**src/rtl/dsram_arbiter.sv**
```systemverilog
// dsram_arbiter: two-requester arbiter in front of a single-port data SRAM.
// The memory stage (M) and a secondary debug/DMA port (D) share the SRAM.
// One grant is issued per access, and only while IDLE. A load walks
// IDLE -> ACCESS -> RESP, and a store walks IDLE -> ACCESS.
// Optional feature macro: DSRAM_ARB_ROUND_ROBIN_EN
//   defined   : a tie goes to the port not granted most recently
//   undefined : a tie always goes to M (fixed priority)
module dsram_arbiter (
  input  logic        clk,
  input  logic        reset,
  input  logic        m_req,
  input  logic [3:0]  m_wen,
  input  logic [31:0] m_addr,
  input  logic [31:0] m_wdata,
  output logic        m_ack,
  output logic        m_rvalid,
  output logic [31:0] m_rdata,
  input  logic        d_req,
  input  logic [3:0]  d_wen,
  input  logic [31:0] d_addr,
  input  logic [31:0] d_wdata,
  output logic        d_ack,
  output logic        d_rvalid,
  output logic [31:0] d_rdata,
  output logic        data_sram_en,
  output logic [3:0]  data_sram_wen,
  output logic [31:0] data_sram_addr,
  output logic [31:0] data_sram_wdata,
  input  logic [31:0] data_sram_rdata,
  output logic        busy
);

  typedef enum logic [1:0] {
    ST_IDLE   = 2'd0,
    ST_ACCESS = 2'd1,
    ST_RESP   = 2'd2
  } state_t;

  localparam logic OWNER_M = 1'b0;
  localparam logic OWNER_D = 1'b1;

  state_t      state_r;
  state_t      state_nxt_s;
  logic [3:0]  wen_r;
  logic [31:0] addr_r;
  logic [31:0] wdata_r;
  logic        owner_r;
  logic        grant_valid_s;
  logic        grant_owner_s;

`ifdef DSRAM_ARB_ROUND_ROBIN_EN
  logic        last_grant_r;

  // Remember the most recent winner so the next tie goes to the other port.
  always_ff @(posedge clk or posedge reset) begin
    if (reset) begin
      last_grant_r <= OWNER_D;
    end else if (grant_valid_s) begin
      last_grant_r <= grant_owner_s;
    end else begin
      last_grant_r <= last_grant_r;
    end
  end
`endif

  // Pick a winner. A grant happens only in IDLE and never while reset is high.
  always_comb begin
    grant_valid_s = 1'b0;
    grant_owner_s = OWNER_M;
    if ((state_r == ST_IDLE) && !reset) begin
      if (m_req && d_req) begin
        grant_valid_s = 1'b1;
`ifdef DSRAM_ARB_ROUND_ROBIN_EN
        grant_owner_s = (last_grant_r == OWNER_D) ? OWNER_M : OWNER_D;
`else
        grant_owner_s = OWNER_M;
`endif
      end else if (m_req) begin
        grant_valid_s = 1'b1;
        grant_owner_s = OWNER_M;
      end else if (d_req) begin
        grant_valid_s = 1'b1;
        grant_owner_s = OWNER_D;
      end else begin
        grant_valid_s = 1'b0;
        grant_owner_s = OWNER_M;
      end
    end else begin
      grant_valid_s = 1'b0;
      grant_owner_s = OWNER_M;
    end
  end

  // Next-state logic. After ACCESS, a store returns to IDLE and a load goes to RESP.
  always_comb begin
    state_nxt_s = state_r;
    case (state_r)
      ST_IDLE: begin
        if (grant_valid_s) begin
          state_nxt_s = ST_ACCESS;
        end else begin
          state_nxt_s = ST_IDLE;
        end
      end
      ST_ACCESS: begin
        if (wen_r != 4'b0000) begin
          state_nxt_s = ST_IDLE;
        end else begin
          state_nxt_s = ST_RESP;
        end
      end
      ST_RESP:   state_nxt_s = ST_IDLE;
      default:   state_nxt_s = ST_IDLE;
    endcase
  end

  // State register. Reset aborts any access that is in flight.
  always_ff @(posedge clk or posedge reset) begin
    if (reset) begin
      state_r <= ST_IDLE;
    end else begin
      state_r <= state_nxt_s;
    end
  end

  // Capture the winner's request fields and owner at grant time.
  always_ff @(posedge clk or posedge reset) begin
    if (reset) begin
      wen_r   <= 4'b0000;
      addr_r  <= 32'h0000_0000;
      wdata_r <= 32'h0000_0000;
      owner_r <= OWNER_M;
    end else if (grant_valid_s) begin
      owner_r <= grant_owner_s;
      if (grant_owner_s == OWNER_D) begin
        wen_r   <= d_wen;
        addr_r  <= d_addr;
        wdata_r <= d_wdata;
      end else begin
        wen_r   <= m_wen;
        addr_r  <= m_addr;
        wdata_r <= m_wdata;
      end
    end else begin
      wen_r   <= wen_r;
      addr_r  <= addr_r;
      wdata_r <= wdata_r;
      owner_r <= owner_r;
    end
  end

  // Drive the outputs from state. Everything is zero unless its state is active.
  always_comb begin
    m_ack           = grant_valid_s && (grant_owner_s == OWNER_M);
    d_ack           = grant_valid_s && (grant_owner_s == OWNER_D);
    data_sram_en    = 1'b0;
    data_sram_wen   = 4'b0000;
    data_sram_addr  = 32'h0000_0000;
    data_sram_wdata = 32'h0000_0000;
    m_rvalid        = 1'b0;
    m_rdata         = 32'h0000_0000;
    d_rvalid        = 1'b0;
    d_rdata         = 32'h0000_0000;
    busy            = (state_r != ST_IDLE);
    case (state_r)
      ST_ACCESS: begin
        data_sram_en    = 1'b1;
        data_sram_wen   = wen_r;
        data_sram_addr  = addr_r;
        data_sram_wdata = wdata_r;
      end
      ST_RESP: begin
        if (owner_r == OWNER_D) begin
          d_rvalid = 1'b1;
          d_rdata  = data_sram_rdata;
        end else begin
          m_rvalid = 1'b1;
          m_rdata  = data_sram_rdata;
        end
      end
      default: begin
        data_sram_en = 1'b0;
      end
    endcase
  end

endmodule
```
**config.mk**
```make
export PLATFORM = sky130hd
export DESIGN_NAME = dsram_arbiter
export DESIGN_NICKNAME = d
export VERILOG_FILES = /design/src/rtl/dsram_arbiter.sv
export SDC_FILE = /design/constraint.sdc
export NUM_CORES = 1
export LEC_CHECK = 0
export ABC_AREA = 1
export CAP_MARGIN = 5
export CORE_AREA = 2 2 121 123
export CTS_BUF_LIST = sky130_fd_sc_hd__clkbuf_2 sky130_fd_sc_hd__clkbuf_4 sky130_fd_sc_hd__clkbuf_8
export CTS_CLUSTER_DIAMETER = 40
export CTS_CLUSTER_SIZE = 12
export DETAILED_ROUTE_END_ITERATION = 10
export DIE_AREA = 0 0 123 125
export PLACE_DENSITY = 0.74
export SLEW_MARGIN = 15
export SYNTH_ARGS = -nofsm -noshare
export SYNTH_HDL_FRONTEND = slang
export SYNTH_SLANG_ARGS = --single-unit
```
**constraint.sdc**
```tcl
create_clock -name clk -period 3 [get_ports clk]
set_input_delay 0.45 -clock clk [delete_from_list [all_inputs] [get_ports clk]]
set_output_delay 0.45 -clock clk [all_outputs]
set_load 0.01 [all_outputs]
```
### After elaboration in Yosys (flattened, before gate mapping)

Index checks and enable logic that the tools add are counted.

| storage, ports and cells | value |
|---|---|
| bits in registers | 71 |
| bits of input ports | 172 |
| logic and storage cells | 41 |

| operators by class | value |
|---|---|
| equal/unequal tests | 2 |
| mux-type cells | 25 |
| bitwise gates (word level) | 1 |
| reductions and logical operators | 8 |

Operator list:

| cell | number |
|---|---|
| two-way mux 32 bit | 8 |
| two-way mux 1 bit | 13 |
| two-way mux 4 bit | 2 |
| logical AND 1 bit | 4 |
| case mux 2 bit (2 select lines) | 1 |
| nonzero test 4 bit | 1 |
| equality test 2 x 1 -> 1 bit (second input constant) | 1 |
| equality test 2 bit (second input constant) | 1 |
| logical NOT 2 bit | 1 |
| two-way mux 2 bit | 1 |
| nonzero test 2 bit | 1 |
| logical NOT 1 bit | 1 |
| NOT 1 bit | 1 |

### Depth between registers and ports, before layout

| logic depth | value |
|---|---|
| word-level depth | 6 |
| mapped depth | 8 |
| gate-level depth less buffers | 6 |

### Least setup slack after synthesis

OpenSTA, ideal clock, no wires.

| path | value |
|---|---|
| path type | input port to output port |
| start point | in reset |
| end point | out d_ack |
| arrival time | 2.029 ns |
| setup slack | 0.521 ns |
| cell stages on the path | 4 |
| path through | inv_2 -> nand3_2 -> inv_2 -> buf_2 |

| on the way | value |
|---|---|
| longest elaborated chain between the ends | 4 |
| elaborated cells between the ends (all ways) | 5 |
| those cells by class | mux (2); reduce/logical (3) |

RTL lines:

| item | RTL line | source |
|---|---|---|
| start, declared | 10 | `input logic reset,` |
| logical NOT 1 bit (no line) * | - |  |
| logical AND 1 bit * | 70 | `if ((state_r == ST_IDLE) && !reset) begin` |
| two-way mux 1 bit | 70 |  |
| logical AND 1 bit * | 155 | `d_ack = grant_valid_s && (grant_owner_s == OWNER_D);` |
| end, declared | 22 | `output logic d_ack,` |

Every way passes the cells marked *; elsewhere a longest branch is shown, timed or not.

### Worst setup path after layout

| path | value |
|---|---|
| start point | reg state_r[1] |
| end point | out m_rdata[5] |

| on the way | value |
|---|---|
| longest elaborated chain between the ends | 2 |

RTL lines:

| item | RTL line | source |
|---|---|---|
| start, declared | 42 | `state_t state_r;` |
| start signal, assigned | 122 | `state_r <= state_nxt_s;` |
| equality test 2 bit | 165 | `case (state_r)` |
| two-way mux 32 bit | 165 |  |
| end, declared | 17 | `output logic [31:0] m_rdata,` |

Every way passes these cells.

==> flow_metrics.env <==
export IMPL_status="finished, final reports clean"
export IMPL_fillers=1399
export IMPL_via_per_inst=4.32
export IMPL_cp_max_fo=21
export IMPL_hp_start="addr_r[31]"
export IMPL_worstMarginPinSlew_ps=996
export IMPL_ir_drop_uv=255
export IMPL_drv_slew=0
export IMPL_max_slew_margin_rel=0.336
export IMPL_die_h_microns=125
export IMPL_rows=44
export IMPL_grt_pass1_wl_microns=25100
export IMPL_hold_viol=0
export IMPL_drc_errors=0
export IMPL_holdPathEnd="addr_r[31]"
export IMPL_setup_tns_final_ps=0
export IMPL_fmax_mhz=379
export IMPL_ant_nets=0
export IMPL_cts_hold_buffers=0
export IMPL_routedWlPerCell_microns=13.5
export IMPL_r2r_start="state_r[0]"
export IMPL_postCtsSetupBuffers=0
export IMPL_fp_dieW_microns=123
export IMPL_cts_resized=0
export IMPL_rrSetupSlack_ps=1250
export IMPL_start_util=0.312
export IMPL_insertion_delay_ps=350
export IMPL_dp_hpwl_microns=12500
export IMPL_rsz0062_at_grt="no"
export IMPL_drive_above_1_share=0.0366
export IMPL_grt_use_total=0.209
export IMPL_routed_wl_microns=16500
export IMPL_ys_types=16
export IMPL_synthFlopType="dfrtp_1"
export IMPL_maxCapViolations=0
export IMPL_dieArea_sq_um=15400
export IMPL_path_class="reg -> out"
export IMPL_ys_seq_elements=71
export IMPL_cts_max_path_buffers=2
export IMPL_first_iter_violations=244
export IMPL_ff2ff_path_depth=6
export IMPL_dr_pass1_iters=4
export IMPL_cts_sinks=71
export IMPL_path_clk_slew_ps=80
export IMPL_syn_to_final_growth_pct=79.6
export IMPL_grt_pass1_vias=4923
export IMPL_cts_tree="yes"
export IMPL_start_kind="flop"
export IMPL_via_count=5279
export IMPL_report_final_setup_viol=0
export IMPL_finClkSkew_ps=7.65
export IMPL_yosysWarnings=0
export IMPL_avgSynthCellArea_sq_um=6.03
export IMPL_syn_inst=734
export IMPL_fin_crit_sh=0.880
export IMPL_power_uw=3530
export IMPL_overflow=0
export IMPL_globalplace_congestion=0.815
export IMPL_cts_htree_levels=3
export IMPL_final_nets=1204
export IMPL_port_buffers=309
export IMPL_power_leakage_uw=0.00413
export IMPL_cp_arrival_ps=2190
export IMPL_grt_max_degree=76
export IMPL_synth_async_reset_ratio=1.00
export IMPL_numCtsBuffers=9
export IMPL_antenna_found_initial=1
export IMPL_synth_enable_flop_cells=0
export IMPL_coreArea_sq_um=14200
export IMPL_end_kind="output port"
export IMPL_required_ps=2550
export IMPL_min_path_cells=2
export IMPL_synthesis_area_sq_um=4430
export IMPL_yosysSeqAreaShare=0.401
export IMPL_post_route_min_period_ps=2640
export IMPL_cts_root_buffer="clkbuf_8"
export IMPL_hold_path_class="reg -> reg"
export IMPL_synth_nets=906
export IMPL_r2r_end="addr_r[17]"
export IMPL_ioPinCount=310
export IMPL_powerDensity_nw_per_um2=443
cell families after synthesis:
family | Yosys count | synth area share
AO/OA/AOI/OAI | 1 | 0.00113
buffers and inverters | 212 | 0.188
flip-flops | 71 | 0.401
AND/OR/NAND/NOR | 450 | 0.409
area by class of cell:
class	count	area, sq um	area share
Inverter	177	666	0.0837
Sequential cell	71	1780	0.223
Tap cell	184	230	0.0289
Multi-Input combinational cell	451	1820	0.229
Clock inverter	5	104	0.0131
Timing Repair Buffer	322	3200	0.403
Clock buffer	11	151	0.0190
Antenna cell	1	2.50	0.000315
layout by cell type (no fill, tap or decap), drive strengths merged:
cell	n
inv	176
o21ai	1
buf	13
clkinv	3
nand4	4
nand2	237
diode	1
clkbuf	11
nor2	137
nor3	1
nand3	71
bufinv	3
clkdlybuf4s50	309
dfrtp	71
Yosys cell counts, types with 2 or more instances:
library cell,number,area share
buf_1,3,0.0025
buf_2,13,0.015
buf_6,3,0.0076
clkbuf_1,16,0.014
dfrtp_1,71,0.40
inv_1,173,0.15
inv_2,4,0.0034
nand2_1,237,0.20
nand3_1,70,0.079
nand4_1,4,0.0057
nor2_1,134,0.11
nor2_4,2,0.0051
power breakdown:
group / total (uW) / switching, uW / internal [uW]
clock network: 983 / 385 / 598
registers: 1310 / 122 / 1190
logic: 1230 / 608 / 627
total: 3530 / 1110 / 2410
critical path, cell delays in order, from the launching register on:
cell and delay, ps:
dfrtp_1 400, inv_1 80, nor2_1 120, nand2_1 260, buf_4 310, nor2_1 110
clkdlybuf4s50_1 550
routing by layer:
layer / track usage / routed length [microns] / vias up
met3: 0.0684 / 1550 / 24
met5: 0 / 0 / -
li1: - / - / 2676
met2: 0.376 / 8250 / 207
met1: 0.227 / 6280 / 2372
met4: 0.0762 / 405 / 0
stage by stage:
stage	std cells	instance area, sq um	util	setup WS, ps	hold slack (ps)
2_1_floorplan	734	4430	-	521	428
3_5_place_dp	1205	7690	0.542	729	466
4_1_cts	1221	7950	0.560	329	485
5_1_grt	1222	7950	0.560	179	502
3_3_place_gp	1205	7690	0.542	759	462
6_report	1222	7950	0.560	360	480
worst max-delay path by stage:
stage,startpoint,endpoint,slack [ps],depth (start not counted)
CTS,state_r[1],m_rdata[5],330,6
finish,state_r[1],m_rdata[5],360,6
detailed placement,d_req,d_ack,730,6
global placement,d_req,d_ack,760,6
global route,state_r[1],m_rdata[5],180,6
floorplan,reset,d_ack,520,4
sequential cells by signal (all words and copies together), names as in the netlist:
signal	flops
owner_r	1
wen_r	4
state_r	2
wdata_r	32
addr_r	32
Power figures use the tool's default switching activity.
